File: config.mk
export PLATFORM = sky130hd
export DESIGN_NAME = vga_timing_gen_flat
export DESIGN_NICKNAME = d
export VERILOG_FILES = /design/src/rtl/vga_timing_gen_if.sv /design/src/rtl/vga_timing_gen.sv /design/src/flat_wrapper.sv
export SDC_FILE = /design/constraint.sdc
export NUM_CORES = 1
export LEC_CHECK = 0
export CORE_MARGIN = 2
export CORE_UTILIZATION = 25
export CTS_CLUSTER_DIAMETER = 60
export DETAILED_ROUTE_END_ITERATION = 10
export PLACE_DENSITY = 0.47
export RECOVER_POWER = 100
export SLEW_MARGIN = 20
export SYNTH_ARGS = -nofsm -noshare
export SYNTH_HDL_FRONTEND = slang
export SYNTH_SLANG_ARGS = --single-unit
File: constraint.sdc
create_clock -name clk -period 2.5 [get_ports clk]
set_input_delay 0.25 -clock clk [delete_from_list [all_inputs] [get_ports clk]]
set_output_delay 0.25 -clock clk [all_outputs]
set_load 0.05 [all_outputs]
File: src/rtl/vga_timing_gen_if.sv
// Raster timing bundle from vga_timing_gen to the pixel stages and uo_out packing.
// The timing generator drives it through master; consumers read it through slave.
interface vga_timing_gen_if;
    localparam int unsigned CW  = 11;
    localparam int unsigned FCW = 8;

    logic           hsync;
    logic           vsync;
    logic           visible;
    logic [CW-1:0]  pix_x;
    logic [CW-1:0]  pix_y;
    logic           line_start;
    logic           frame_start;
    logic [FCW-1:0] frame_cnt;

    modport master (
        output hsync, vsync, visible, pix_x, pix_y,
               line_start, frame_start, frame_cnt
    );

    modport slave (
        input  hsync, vsync, visible, pix_x, pix_y,
               line_start, frame_start, frame_cnt
    );
endinterface

File: src/rtl/vga_timing_gen.sv
// Raster timing generator: pixel/line counters, sync pulses, active flag and strobes.
// Optional frame counter is built only when VGA_TIMING_FRAME_CNT_EN is defined.
module vga_timing_gen #(
    parameter int unsigned H_ACTIVE = 1024,
    parameter int unsigned H_FP     = 24,
    parameter int unsigned H_SYNC   = 136,
    parameter int unsigned H_BP     = 160,
    parameter int unsigned V_ACTIVE = 768,
    parameter int unsigned V_FP     = 3,
    parameter int unsigned V_SYNC   = 6,
    parameter int unsigned V_BP     = 29
) (
    input  logic               clk,
    input  logic               rst_n,
    input  logic               enable,
    input  logic               polarity,
    vga_timing_gen_if.master   vid
);

    localparam int unsigned CW        = 11;
    localparam int unsigned FCW       = 8;
    localparam int unsigned CNT_LIMIT = 2048;
    localparam int unsigned H_TOTAL   = H_ACTIVE + H_FP + H_SYNC + H_BP;
    localparam int unsigned V_TOTAL   = V_ACTIVE + V_FP + V_SYNC + V_BP;
    localparam int unsigned HS_START  = H_ACTIVE + H_FP;
    localparam int unsigned HS_END    = H_ACTIVE + H_FP + H_SYNC;
    localparam int unsigned VS_START  = V_ACTIVE + V_FP;
    localparam int unsigned VS_END    = V_ACTIVE + V_FP + V_SYNC;

    // Frame dimensions must fit the 11-bit counters.
    if (H_TOTAL > CNT_LIMIT || V_TOTAL > CNT_LIMIT) begin : g_bad_cfg
        $error("vga_timing_gen: H_TOTAL/V_TOTAL exceed 11-bit counter range");
    end

    typedef enum logic {
        ST_IDLE = 1'b0,
        ST_RUN  = 1'b1
    } state_e;

    state_e        state_q, state_d;
    logic [CW-1:0] x_q, x_d;
    logic [CW-1:0] y_q, y_d;
    logic          running;
    logic          line_end;
    logic          frame_end;
    logic          hs_active;
    logic          vs_active;

    assign running   = (state_q == ST_RUN);
    assign line_end  = (x_q == CW'(H_TOTAL - 1));
    assign frame_end = line_end && (y_q == CW'(V_TOTAL - 1));

    // Running tracks enable with one edge of delay; this creates the single hold cycle.
    always_comb begin
        state_d = state_q;
        case (state_q)
            ST_IDLE: if (enable)  state_d = ST_RUN;
            ST_RUN:  if (!enable) state_d = ST_IDLE;
            default: state_d = ST_IDLE;
        endcase
    end

    always_comb begin
        x_d = x_q;
        y_d = y_q;
        if (!enable || !running) begin
            x_d = '0;
            y_d = '0;
        end else if (line_end) begin
            x_d = '0;
            y_d = frame_end ? '0 : y_q + CW'(1);
        end else begin
            x_d = x_q + CW'(1);
        end
    end

    always_ff @(posedge clk or negedge rst_n) begin
        if (!rst_n) begin
            state_q <= ST_IDLE;
            x_q     <= '0;
            y_q     <= '0;
        end else begin
            state_q <= state_d;
            x_q     <= x_d;
            y_q     <= y_d;
        end
    end

    // Decodes are combinational so polarity and reset reach the pins without an edge.
    assign hs_active = running && (32'(x_q) >= HS_START) && (32'(x_q) < HS_END);
    assign vs_active = running && (32'(y_q) >= VS_START) && (32'(y_q) < VS_END);

    assign vid.pix_x       = x_q;
    assign vid.pix_y       = y_q;
    assign vid.visible     = running && (32'(x_q) < H_ACTIVE) && (32'(y_q) < V_ACTIVE);
    assign vid.hsync       = hs_active ? polarity : ~polarity;
    assign vid.vsync       = vs_active ? polarity : ~polarity;
    assign vid.line_start  = running && (x_q == '0);
    assign vid.frame_start = running && (x_q == '0) && (y_q == '0);

`ifdef VGA_TIMING_FRAME_CNT_EN
    logic [FCW-1:0] fcnt_q, fcnt_d;

    // Scroll phase: advances on the last pixel of each frame, cleared while idle.
    always_comb begin
        fcnt_d = fcnt_q;
        if (!enable) begin
            fcnt_d = '0;
        end else if (running && frame_end) begin
            fcnt_d = fcnt_q + FCW'(1);
        end
    end

    always_ff @(posedge clk or negedge rst_n) begin
        if (!rst_n) begin
            fcnt_q <= '0;
        end else begin
            fcnt_q <= fcnt_d;
        end
    end

    assign vid.frame_cnt = fcnt_q;
`else
    assign vid.frame_cnt = '0;
`endif

endmodule
File: src/flat_wrapper.sv
// flat-port wrapper written by rule: the top's interface ports become plain ports
module vga_timing_gen_flat 
#(
    parameter int unsigned H_ACTIVE = 1024,
    parameter int unsigned H_FP     = 24,
    parameter int unsigned H_SYNC   = 136,
    parameter int unsigned H_BP     = 160,
    parameter int unsigned V_ACTIVE = 768,
    parameter int unsigned V_FP     = 3,
    parameter int unsigned V_SYNC   = 6,
    parameter int unsigned V_BP     = 29
)
  (clk, rst_n, enable, polarity, vid_hsync, vid_vsync, vid_visible, vid_pix_x, vid_pix_y, vid_line_start, vid_frame_start, vid_frame_cnt);
  vga_timing_gen_if vid_i ();
  input  logic clk;
  input  logic rst_n;
  input  logic enable;
  input  logic polarity;
  output wire logic [$bits(vid_i.hsync)-1:0] vid_hsync;
  output wire logic [$bits(vid_i.vsync)-1:0] vid_vsync;
  output wire logic [$bits(vid_i.visible)-1:0] vid_visible;
  output wire logic [$bits(vid_i.pix_x)-1:0] vid_pix_x;
  output wire logic [$bits(vid_i.pix_y)-1:0] vid_pix_y;
  output wire logic [$bits(vid_i.line_start)-1:0] vid_line_start;
  output wire logic [$bits(vid_i.frame_start)-1:0] vid_frame_start;
  output wire logic [$bits(vid_i.frame_cnt)-1:0] vid_frame_cnt;
  assign vid_hsync = vid_i.hsync;
  assign vid_vsync = vid_i.vsync;
  assign vid_visible = vid_i.visible;
  assign vid_pix_x = vid_i.pix_x;
  assign vid_pix_y = vid_i.pix_y;
  assign vid_line_start = vid_i.line_start;
  assign vid_frame_start = vid_i.frame_start;
  assign vid_frame_cnt = vid_i.frame_cnt;
  vga_timing_gen #(.H_ACTIVE(H_ACTIVE), .H_FP(H_FP), .H_SYNC(H_SYNC), .H_BP(H_BP), .V_ACTIVE(V_ACTIVE), .V_FP(V_FP), .V_SYNC(V_SYNC), .V_BP(V_BP)) u_core (.clk(clk), .rst_n(rst_n), .enable(enable), .polarity(polarity), .vid(vid_i));
endmodule
==> key figures <==
Place
  – Pre-CTS setup slack: 344.7 ps
  – Dpl cells: 273
  – Port bufs: 30
  – DP HPWL: between 2000 and 3000 um
  – Routability cong.: 0.7288

Clock network
  – CTS tree: done
  – Num Clock Sinks: 23
  – Inserted Clock Buffers: 3
  – Clock latency on the worst-skew pair: 270 ps
  – H-Tree Depth: 1
  – Post-CTS Hold Buffers: 0
  – Worst-case clock buffer depth: 2
  – Clock root cell: clkbuf_8
  – Worst-path clk slew: 90 ps

Worst setup path
  – CP arrival: 2010 ps
  – Critical Path Source Type: flip-flop
  – Crit-path max FO: 6
  – Setup CP Type: flip-flop to output port
  – Flop2flop setup slack: around 240 ps
  – Critical Path RT: approximately 2300 ps
  – Crit end category: output port

STA
  – Worst Max-Slew Pin Slew: about 1300 ps
  – RSZ-0062 raised after global routing: false
  – Minimum clock period: 2263 ps
  – Final Skew: 1.447 ps
  – Final hold viol count: 0
  – Period utilization: 90.53%
  – Worst slew margin: 12.95%
  – Final setup viols: 0
  – Setup TNS: 0 ps
  – Slew Viols, Final: 0
  – Setup WS post-layout: 236.7 ps
  – Fmax: 441.8 MHz

GRT
  – Vias in the first global route: roughly 1300
  – GRT overflow: 0
  – Initial antenna violation count: 0
  – Pin count of the biggest net entering global routing: 28
  – Total GRT Usage: 12.47%
  – First-pass GRT wire length: ~6500 um

Logic synthesis
  – Netlist cell types: 32
  – Synth warnings: 0
  – Cells after synthesis: 177
  – Cell taking the most area after synthesis: dfrtp_1
  – Average footprint of a synthesized cell: 8.504 um^2
  – Seq/Total Area, Yosys: 38.24%
  – Synth top area cells: dfrtp_1 (38%), nor2_1 (5.5%), mux2i_1 (4.7%), ha_1 (4.2%), xnor2_1 (4.1%)
  – #FFs+latches synth: 23
  – Mapped Area: 1505 um^2
  – Yosys top cell area share: 38.24%

Routing
  – Via-to-Cell Ratio: around 4.7
  – Routed length per instance: 13.63 um
  – Initial DRC Count: 65
  – Antenna Violating Nets Remaining: 0
  – Via Count: around 1300
  – Drc violations: 0
  – WL final: 3775 um
  – DRT Pass-1 Iters: 4

Final layout
  – Final Util: 31.85%
  – Fin cells: 277
  – Area grow syn2layout: 24.52%
  – Area taken by multi-input logic gates: about 820 um^2
  – Share of cells above drive strength 1: 4.455%
  – FILL cells: about 630
  – Nets: 212
  – Register area: 575.6 um^2
  – Antenna cells: 0

Die
  – CORE AREA: 5886 um^2
  – Row cnt: 28
  – Chip height: around 82 um
  – Die width: 81.60 um
  – Effective utilization at floorplan: 25.57%
  – Full die area: 6658 um^2
  – Io pins: 39

Power and ir drop
  – Pwr dens: about 400 nW/um^2
  – Leak: about 0.00081 uW
  – Peak VDD IR: 0.1643 mV
  – Pwr Total: roughly 730 uW

Outcome
  – Outcome: complete, no violations

Flow run
  – Max-Cap Viols: 0

Hold path
  – Hold Crit Class: flip-flop to flip-flop
[synthesized netlist by cell type, drive strengths merged]
cell type	count
nor3	4
clkbuf	10
nor2	22
ha	5
conb	1
o211ai	4
a211oi	2
nand3	7
nor4	3
or4	5
inv	6
nand4bb	1
or3	2
nand2b	2
and3	4
xor2	4
buf	10
nand4	7
o21ai	10
dfrtp	23
nand4b	1
and4	3
nand2	12
mux2i	7
and2	4
xnor2	7
a21oi	9
a2111oi	1
nor3b	1
[registers in the layout, indices dropped and copies added (netlist names)]
register / count
u_core.vid.pix_x: 11
u_core.vid.pix_y: 11
u_core.running: 1
[through the flow]
stage | hold slack, ps | area, um^2
after global placement | 489.0 | 1878
final | 498.2 | 1874
after global routing | 535.8 | 1874
after CTS | 350.4 | 1924
after floorplan | -45.59 | 1531
after detailed placement | 492.4 | 1878
[area by class of cell]
cell class | count | area share, %
clock buffer | 3 | 2.203
clock inverter | 1 | 0.2670
inverter | 6 | 1.202
multi-input combinational | 135 | 43.72
sequential | 23 | 30.71
tap | 75 | 5.007
timing repair buffer | 34 | 16.89
[where the power goes]
| group | switching, uW | internal [uW] | leakage, uW |
|---|---|---|---|
| Clock | 131 | 111 | 0.0000255 |
| Combinational | 85.4 | 23.4 | 0.000467 |
| Sequential | 4.94 | 375 | 0.000317 |
[cell usage in the layout (no fill, tap or decap), drive strengths merged, types with 6 or more instances in the layout]
| master | count |
|---|---|
| a21oi | 9 |
| clkbuf | 7 |
| conb | 8 |
| dfrtp | 23 |
| dlygate4sd3 | 25 |
| inv | 6 |
| mux2i | 7 |
| nand2 | 12 |
| nand3 | 7 |
| nand4 | 7 |
| nor2 | 22 |
| o21ai | 10 |
| xnor2 | 7 |
[layer usage]
layer	up-vias	share of wire (%)	track usage, %
li1	654	-	-
met1	622	49	17.06
met2	26	47	20.49
met3	2	3.4	1.538
met4	0	0.90	4.000
met5	-	0	0
[worst max-delay path, stage by stage (launching register included)]
cell	delay (ps)
dfrtp_1	450
or4_1	570
nor2_1	140
nand4_1	160
xor2_1	260
buf_12	170
[cells by family (layout without fill, tap and decap cells)]
kind of cell | count (synthesis) | after routing | share of synthesized area [%]
compound gates | 26 | 26 | 9.891
xor+xnor | 11 | 11 | 6.401
fa+ha+maj | 5 | 5 | 4.156
buf+inv | 26 | 44 | 8.645
flops | 23 | 23 | 38.24
mux | 7 | 7 | 4.655
other cells | 1 | 8 | 0.2491
simple gates | 78 | 78 | 27.76
[what timing repair did]
action                                  4_1_cts  5_1_grt
setup buffers                                 0        0
endpoints found under the setup margin        0        1
resized for setup                             0        1
hold endpoints to repair                      0        0
[final timing paths]
kind / endpoint / startpoint / cells after the start
max: vid_vsync / u_core.vid.pix_y[4] / 5
min: u_core.vid.pix_x[0] / u_core.vid.pix_x[0] / 1
max reg2reg: u_core.vid.pix_y[5] / u_core.vid.pix_x[0] / 6
min reg2reg: u_core.vid.pix_x[0] / u_core.vid.pix_x[0] / 1
max in group asynchronous: u_core.vid.pix_y[7] / rst_n / 2
min in group asynchronous: u_core.vid.pix_x[4] / rst_n / 2
Power figures use the tool's default switching activity.
